--- config.mk ---
export PLATFORM = sky130hd
export DESIGN_NAME = gbsha_fir_top
export DESIGN_NICKNAME = d
export VERILOG_FILES = /design/src/rtl/gbsha_fir_pkg.sv /design/src/rtl/gbsha_fir_core.sv /design/src/rtl/gbsha_fir_top.sv
export SDC_FILE = /design/constraint.sdc
export NUM_CORES = 1
export LEC_CHECK = 0
export ABC_AREA = 1
export BUFFER_PORTS_ARGS = -buffer_cell sky130_fd_sc_hd__buf_2
export CAP_MARGIN = 25
export CORE_AREA = 5 5 42 44
export CTS_CLUSTER_SIZE = 40
export DETAILED_ROUTE_END_ITERATION = 7
export DIE_AREA = 0 0 47 49
export PLACE_DENSITY = 0.5
export SYNTH_ARGS = -nofsm -noshare
export SYNTH_HDL_FRONTEND = slang
export SYNTH_SLANG_ARGS = --single-unit
--- constraint.sdc ---
create_clock -name io_in -period 1.1 [get_ports io_in]
set_input_delay 0.055 -clock io_in [delete_from_list [all_inputs] [get_ports io_in]]
set_output_delay 0.055 -clock io_in [all_outputs]
set_load 0.03 [all_outputs]
--- src/rtl/gbsha_fir_pkg.sv ---
// gbsha_fir_pkg: shared widths, sample/coefficient/accumulator types and the
// coefficient table for the gbsha FIR tile.
// Optional feature macro used by the core: GBSHA_SATURATE_EN.
package gbsha_fir_pkg;

  localparam int unsigned BW_IN    = 6;
  localparam int unsigned BW_OUT   = 8;
  localparam int unsigned BW_COEF  = 4;
  localparam int unsigned MAX_TAPS = 8;

  // Widest accumulator any legal tap count can need.
  localparam int unsigned BW_ACC = BW_IN + BW_COEF + $clog2(MAX_TAPS);

  typedef logic signed [BW_IN-1:0]   sample_t;
  typedef logic signed [BW_COEF-1:0] coef_t;
  typedef logic signed [BW_ACC-1:0]  acc_t;

  // Index 0 is the weight applied to the newest registered sample.
  localparam coef_t COEF_TABLE [MAX_TAPS] = '{
    4'sd1, 4'sd2, 4'sd3, 4'sd4, 4'sd4, 4'sd3, 4'sd2, 4'sd1
  };

endpackage

--- src/rtl/gbsha_fir_core.sv ---
// gbsha_fir_core: delay line, full-precision MAC, narrowing and output register.
// Ports:
//   clk   - clock, all state on rising edge
//   rst_n - synchronous active-low reset, clears delay line and output
//   x     - signed input sample (BW_in bits)
//   y     - registered signed filtered sample (BW_out bits)
// Macro GBSHA_SATURATE_EN: defined -> clamp to output range, undefined -> wrap.
module gbsha_fir_core
  import gbsha_fir_pkg::*;
#(
  parameter int unsigned N_TAPS  = 1,
  parameter int unsigned BW_in   = BW_IN,
  parameter int unsigned BW_out  = BW_OUT,
  parameter int unsigned BW_coef = BW_COEF
) (
  input  logic                     clk,
  input  logic                     rst_n,
  input  logic signed [BW_in-1:0]  x,
  output logic signed [BW_out-1:0] y
);

  localparam int AccW = BW_in + BW_coef + $clog2(N_TAPS);

  logic signed [BW_in-1:0]   r_d [N_TAPS];
  logic signed [BW_out-1:0]  r_y;
  logic signed [BW_coef-1:0] w_coef [N_TAPS];
  logic signed [AccW-1:0]    w_acc;
  logic signed [AccW-1:0]    w_prod;
  logic signed [BW_out-1:0]  w_y;

  always_comb begin
    for (int k = 0; k < N_TAPS; k++) begin
      w_coef[k] = COEF_TABLE[k];
    end
  end

  // Operands are sign-extended to the accumulator width before multiplying so
  // every product and partial sum is exact.
  always_comb begin
    w_acc  = '0;
    w_prod = '0;
    for (int k = 0; k < N_TAPS; k++) begin
      w_prod = AccW'(r_d[k]) * AccW'(w_coef[k]);
      w_acc  = w_acc + w_prod;
    end
  end

`ifdef GBSHA_SATURATE_EN
  localparam int MaxOut = 2 ** (BW_out - 1) - 1;
  localparam int MinOut = -(2 ** (BW_out - 1));

  always_comb begin
    w_y = BW_out'(w_acc);
    if (int'(w_acc) > MaxOut) begin
      w_y = {1'b0, {(BW_out - 1){1'b1}}};
    end else if (int'(w_acc) < MinOut) begin
      w_y = {1'b1, {(BW_out - 1){1'b0}}};
    end
  end
`else
  // Keep the low BW_out bits: two's-complement wrap.
  always_comb begin
    w_y = BW_out'(w_acc);
  end
`endif

  always_ff @(posedge clk) begin
    if (!rst_n) begin
      for (int k = 0; k < N_TAPS; k++) begin
        r_d[k] <= '0;
      end
      r_y <= '0;
    end else begin
      r_d[0] <= x;
      for (int k = 1; k < N_TAPS; k++) begin
        r_d[k] <= r_d[k-1];
      end
      r_y <= w_y;
    end
  end

  assign y = r_y;

endmodule

--- src/rtl/gbsha_fir_top.sv ---
// gbsha_fir_top: 8-in/8-out tile wrapper around gbsha_fir_core.
// Ports:
//   io_in  - [0] clock, [1] synchronous active-low reset, [BW_in+1:2] signed
//            sample; higher bits ignored
//   io_out - [BW_out-1:0] registered signed filtered sample
// Macro GBSHA_SATURATE_EN (consumed by the core) selects clamping narrowing.
module gbsha_fir_top
  import gbsha_fir_pkg::*;
#(
  parameter int unsigned N_TAPS  = 1,
  parameter int unsigned BW_in   = BW_IN,
  parameter int unsigned BW_out  = BW_OUT,
  parameter int unsigned BW_coef = BW_COEF
) (
  input  logic [7:0] io_in,
  output logic [7:0] io_out
);

  logic                     w_clk;
  logic                     w_rst_n;
  logic signed [BW_in-1:0]  w_x;
  logic signed [BW_out-1:0] w_y;

  assign w_clk   = io_in[0];
  assign w_rst_n = io_in[1];
  assign w_x     = io_in[BW_in+1:2];

  gbsha_fir_core #(
    .N_TAPS  (N_TAPS),
    .BW_in   (BW_in),
    .BW_out  (BW_out),
    .BW_coef (BW_coef)
  ) u_core (
    .clk   (w_clk),
    .rst_n (w_rst_n),
    .x     (w_x),
    .y     (w_y)
  );

  assign io_out = w_y;

endmodule

Yosys cells after proc, flatten, opt, wreduce, memory -nomap -nowiden
Memories as Yosys holds them, arrays and structs flattened. A register that Yosys moved wholly into a read port is not among the register bits. Cells that the tools add are included.

Register bits after elaboration: 0. Memory bits (writable): 6. Input bits: 8. Output and inout port bits: 8. Word-level logic and storage cells: 7. Memories kept: 1.

Memory list: u_core.r_d (depth 1, bits a word 6, read ports 1, clocked after Yosys merged registers in 1, wr ports 1, RTL line gbsha_fir_core.sv:24) `logic signed [BW_in-1:0] r_d [N_TAPS];`.

Multiplexer cells: 4. Reduce and logical (&&, ||, !) cells: 2.

Operators by type and width (number): 2-to-1 mux 6 bit (1); OR reduction 6 bit (1); 2-to-1 mux 1 bit (3); logical NOT 1 bit (1).

Logic depth before layout (Yosys ltp)
Depth in word-level cells: 3. Depth in mapped cells: 3. Gate-level depth less buffers: 2.

Worst setup path before layout
OpenSTA, ideal clock, no wires.

Kind: register to output. From: register, netlist name u_core.y[5]. To: output port io_out[6]. Arrival: 0.719 ns. Data required time: 1.045 ns. Setup slack: 0.326 ns. Stages on the path, launching flop included: 2. Path buffers: 1. Path through: dfxtp_1 > buf_4.

RTL lines: to (decl) (RTL line gbsha_fir_top.sv:16) `output logic [7:0] io_out`.

No word-level cell between the ends.

Worst setup path after layout
From: register, netlist name u_core.y[5]. To: output port io_out[5].

No word-level cell between the ends.

==> flow_summary.json <==
{
  "vias_per_cell": 3.76,
  "ctsResizeCount": 0,
  "drive_gt1_frac": 0.275,
  "yosysUniqueCellTypes": 5,
  "regArea_um2": 240,
  "totalWireLength_um": 493,
  "cp.depth": 1,
  "synth_top_family_by_area": "buffers and inverters",
  "min_period_ps": 843,
  "io_buffers": 8,
  "diodes": 0,
  "syn_area_per_cell_um2": 9.14,
  "gp_congestion": 0.601,
  "grt_pass1_vias": 323,
  "synthTopCellsByCount": "dfxtp_1, inv_1, nand2_1, buf_4, buf_6",
  "synth_xor_area_frac": 0,
  "first_pass_iters": 1,
  "tns_ps": 0,
  "finalHoldViolCount": 6,
  "crit_path_end_kind": "output port",
  "hold_buffers": 0,
  "route.detailed.drc": 0,
  "synth_top_area_cell": "dfxtp_1",
  "vias": 252,
  "yosys-top-cells-area": "dfxtp_1, inv_1, nand2_1",
  "rsz0062_at_grt": "false",
  "skew_ps": 0.157,
  "violations": "negative hold slack",
  "grt_max_degree": 8,
  "cp.buffers_inverters": 1,
  "maxCapViolCount": 0,
  "reg2reg_depth": 2,
  "timing.rr.end": "u_core.y[1]$_SDFF_PN0_",
  "initial_core_util": 0.254,
  "clk_pin_slew_ps": 60,
  "cpMaxStageDelayCell": "dfxtp_1",
  "die_area_mm2": 0.00230,
  "dieHeight_um": 49,
  "grt_pass1_wl_um": 821,
  "path_cells": "buf_2",
  "design.core.area_mm2": 0.00140,
  "die_w_um": 47,
  "wl_per_cell_um": 7.36,
  "status": "complete, but fails checks",
  "area.growth.synth_to_final_pct": 23.2,
  "rows": 14,
  "finalCritPeriodShare": 0.767,
  "syn_inst": 39,
  "whs_ps": -161,
  "r2r_slack_ps": 620,
  "holdPathStages": 2,
  "post-cts-setup-buffers": 0,
  "yosys_warnings": 0,
  "synth_seq_cells": 12,
  "antenna_found_initial": 0,
  "dp.cells": 60,
  "slew_headroom": 0.896,
  "hp-class": "clock port to flop",
  "worst-slew-pin-transition_ps": 158,
  "place_area_um2": 390,
  "synthesis.area_um2": 357,
  "stdcell_area_um2": 439,
  "cp.arrival_ps": 790,
  "powerDensity_mw_per_mm2": 2960,
  "slowest_delay_ps": 330,
  "cellLeakagePower_nw": 0.254,
  "ios": 16,
  "drt_iter0_drc": 0,
  "drv_slew": 0,
  "path_class": "flop to output port",
  "cts_tree": "done",
  "async_reset_ff_frac": 0,
  "worstHoldStart": "io_in[6]",
  "setup_viol": 0,
  "max_freq_mhz": 1190,
  "crit_required_ps": 1040,
  "utilization": 0.313,
  "clkLatencyLatePin_ps": 250,
  "synthAdderAreaFrac": 0,
  "synth_compound_area_frac": 0,
  "ant_nets": 0,
  "synth_nets": 47,
  "r2r_start": "u_core.r_d[0][1]$_SDFF_PN0_",
  "critical-path-top-delay-family": "flip-flops",
  "startpoint": "u_core.y[5]$_SDFF_PN0_",
  "ys_seq_area_frac": 0.674,
  "synthMuxAreaShare": 0,
  "grt_usage": 0.0685,
  "final_cells": 67,
  "crit_end": "io_out[5]",
  "grt-ovfl-total": 0,
  "dpl.hpwl_um": 318,
  "peakVddDrop_uv": 1270,
  "synthFlopType": "dfxtp_1",
  "synth-edff-count": 0,
  "multi_input_area_um2": 45.0,
  "synth_top_area_share": 0.674,
  "cp_max_fo": 3,
  "fillCellCount": 172,
  "fin_nets": 60,
  "synth-simple-area-share": 0.126,
  "cp-start-kind": "flop"
}
## routing by layer
metal  global-route usage  part of all wire
met2               0.0588              0.51
met5                    0                 0
met4                0.198             0.067
met3               0.0849              0.14
met1               0.0111              0.27
## area by class of cell
| cell class | count | area share |
|---|---|---|
| clock buffers | 7 | 0.111 |
| clock inverters | 12 | 0.103 |
| multi-input cells | 12 | 0.103 |
| flip-flops and latches | 12 | 0.547 |
| well taps | 16 | 0.0456 |
| repair buffers | 8 | 0.0912 |
## worst min path at each step
stage	slack (ps)	end
finish	-160	u_core.r_d[0][4]$_SDFF_PN0_
CTS	-170	u_core.r_d[0][3]$_SDFF_PN0_
detailed placement	90	u_core.r_d[0][0]$_SDFF_PN0_
floorplan	90	u_core.y[3]$_SDFF_PN0_
global placement	90	u_core.r_d[0][0]$_SDFF_PN0_
global route	-180	u_core.r_d[0][2]$_SDFF_PN0_
## power breakdown
group          internal, mW  switching, mW     total, mW
logic                     0              0  0.0000000448
registers             0.488              0         0.488
clock network         0.376          0.436         0.812
## stage by stage
step | power (mW) | hold slack [ps] | worst slack [ps]
6_report | 1.30 | -161 | 257
5_1_grt | 1.48 | -179 | 184
4_1_cts | 1.37 | -171 | 230
3_5_place_dp | 0.768 | 93.5 | 373
3_3_place_gp | 0.768 | 93.5 | 373
2_1_floorplan | 0.910 | 93.5 | 256
## flip-flops by register name, indices dropped and copies added (netlist names)
name        count
u_core.y        6
u_core.r_d      6
## placed cells by master (no fill, tap or decap)
master / netlist / layout
dfxtp_1: 12 / 12
clkbuf_1: 0 / 1
buf_2: 0 / 8
clkbuf_4: 0 / 6
inv_1: 12 / 12
nand2_1: 12 / 12
## logic make-up after synthesis
kind of cell | count (synthesis)
buffers and inverters | 15
DFF | 12
and+or+nand+nor | 12
(Power assumes the default switching activity.)
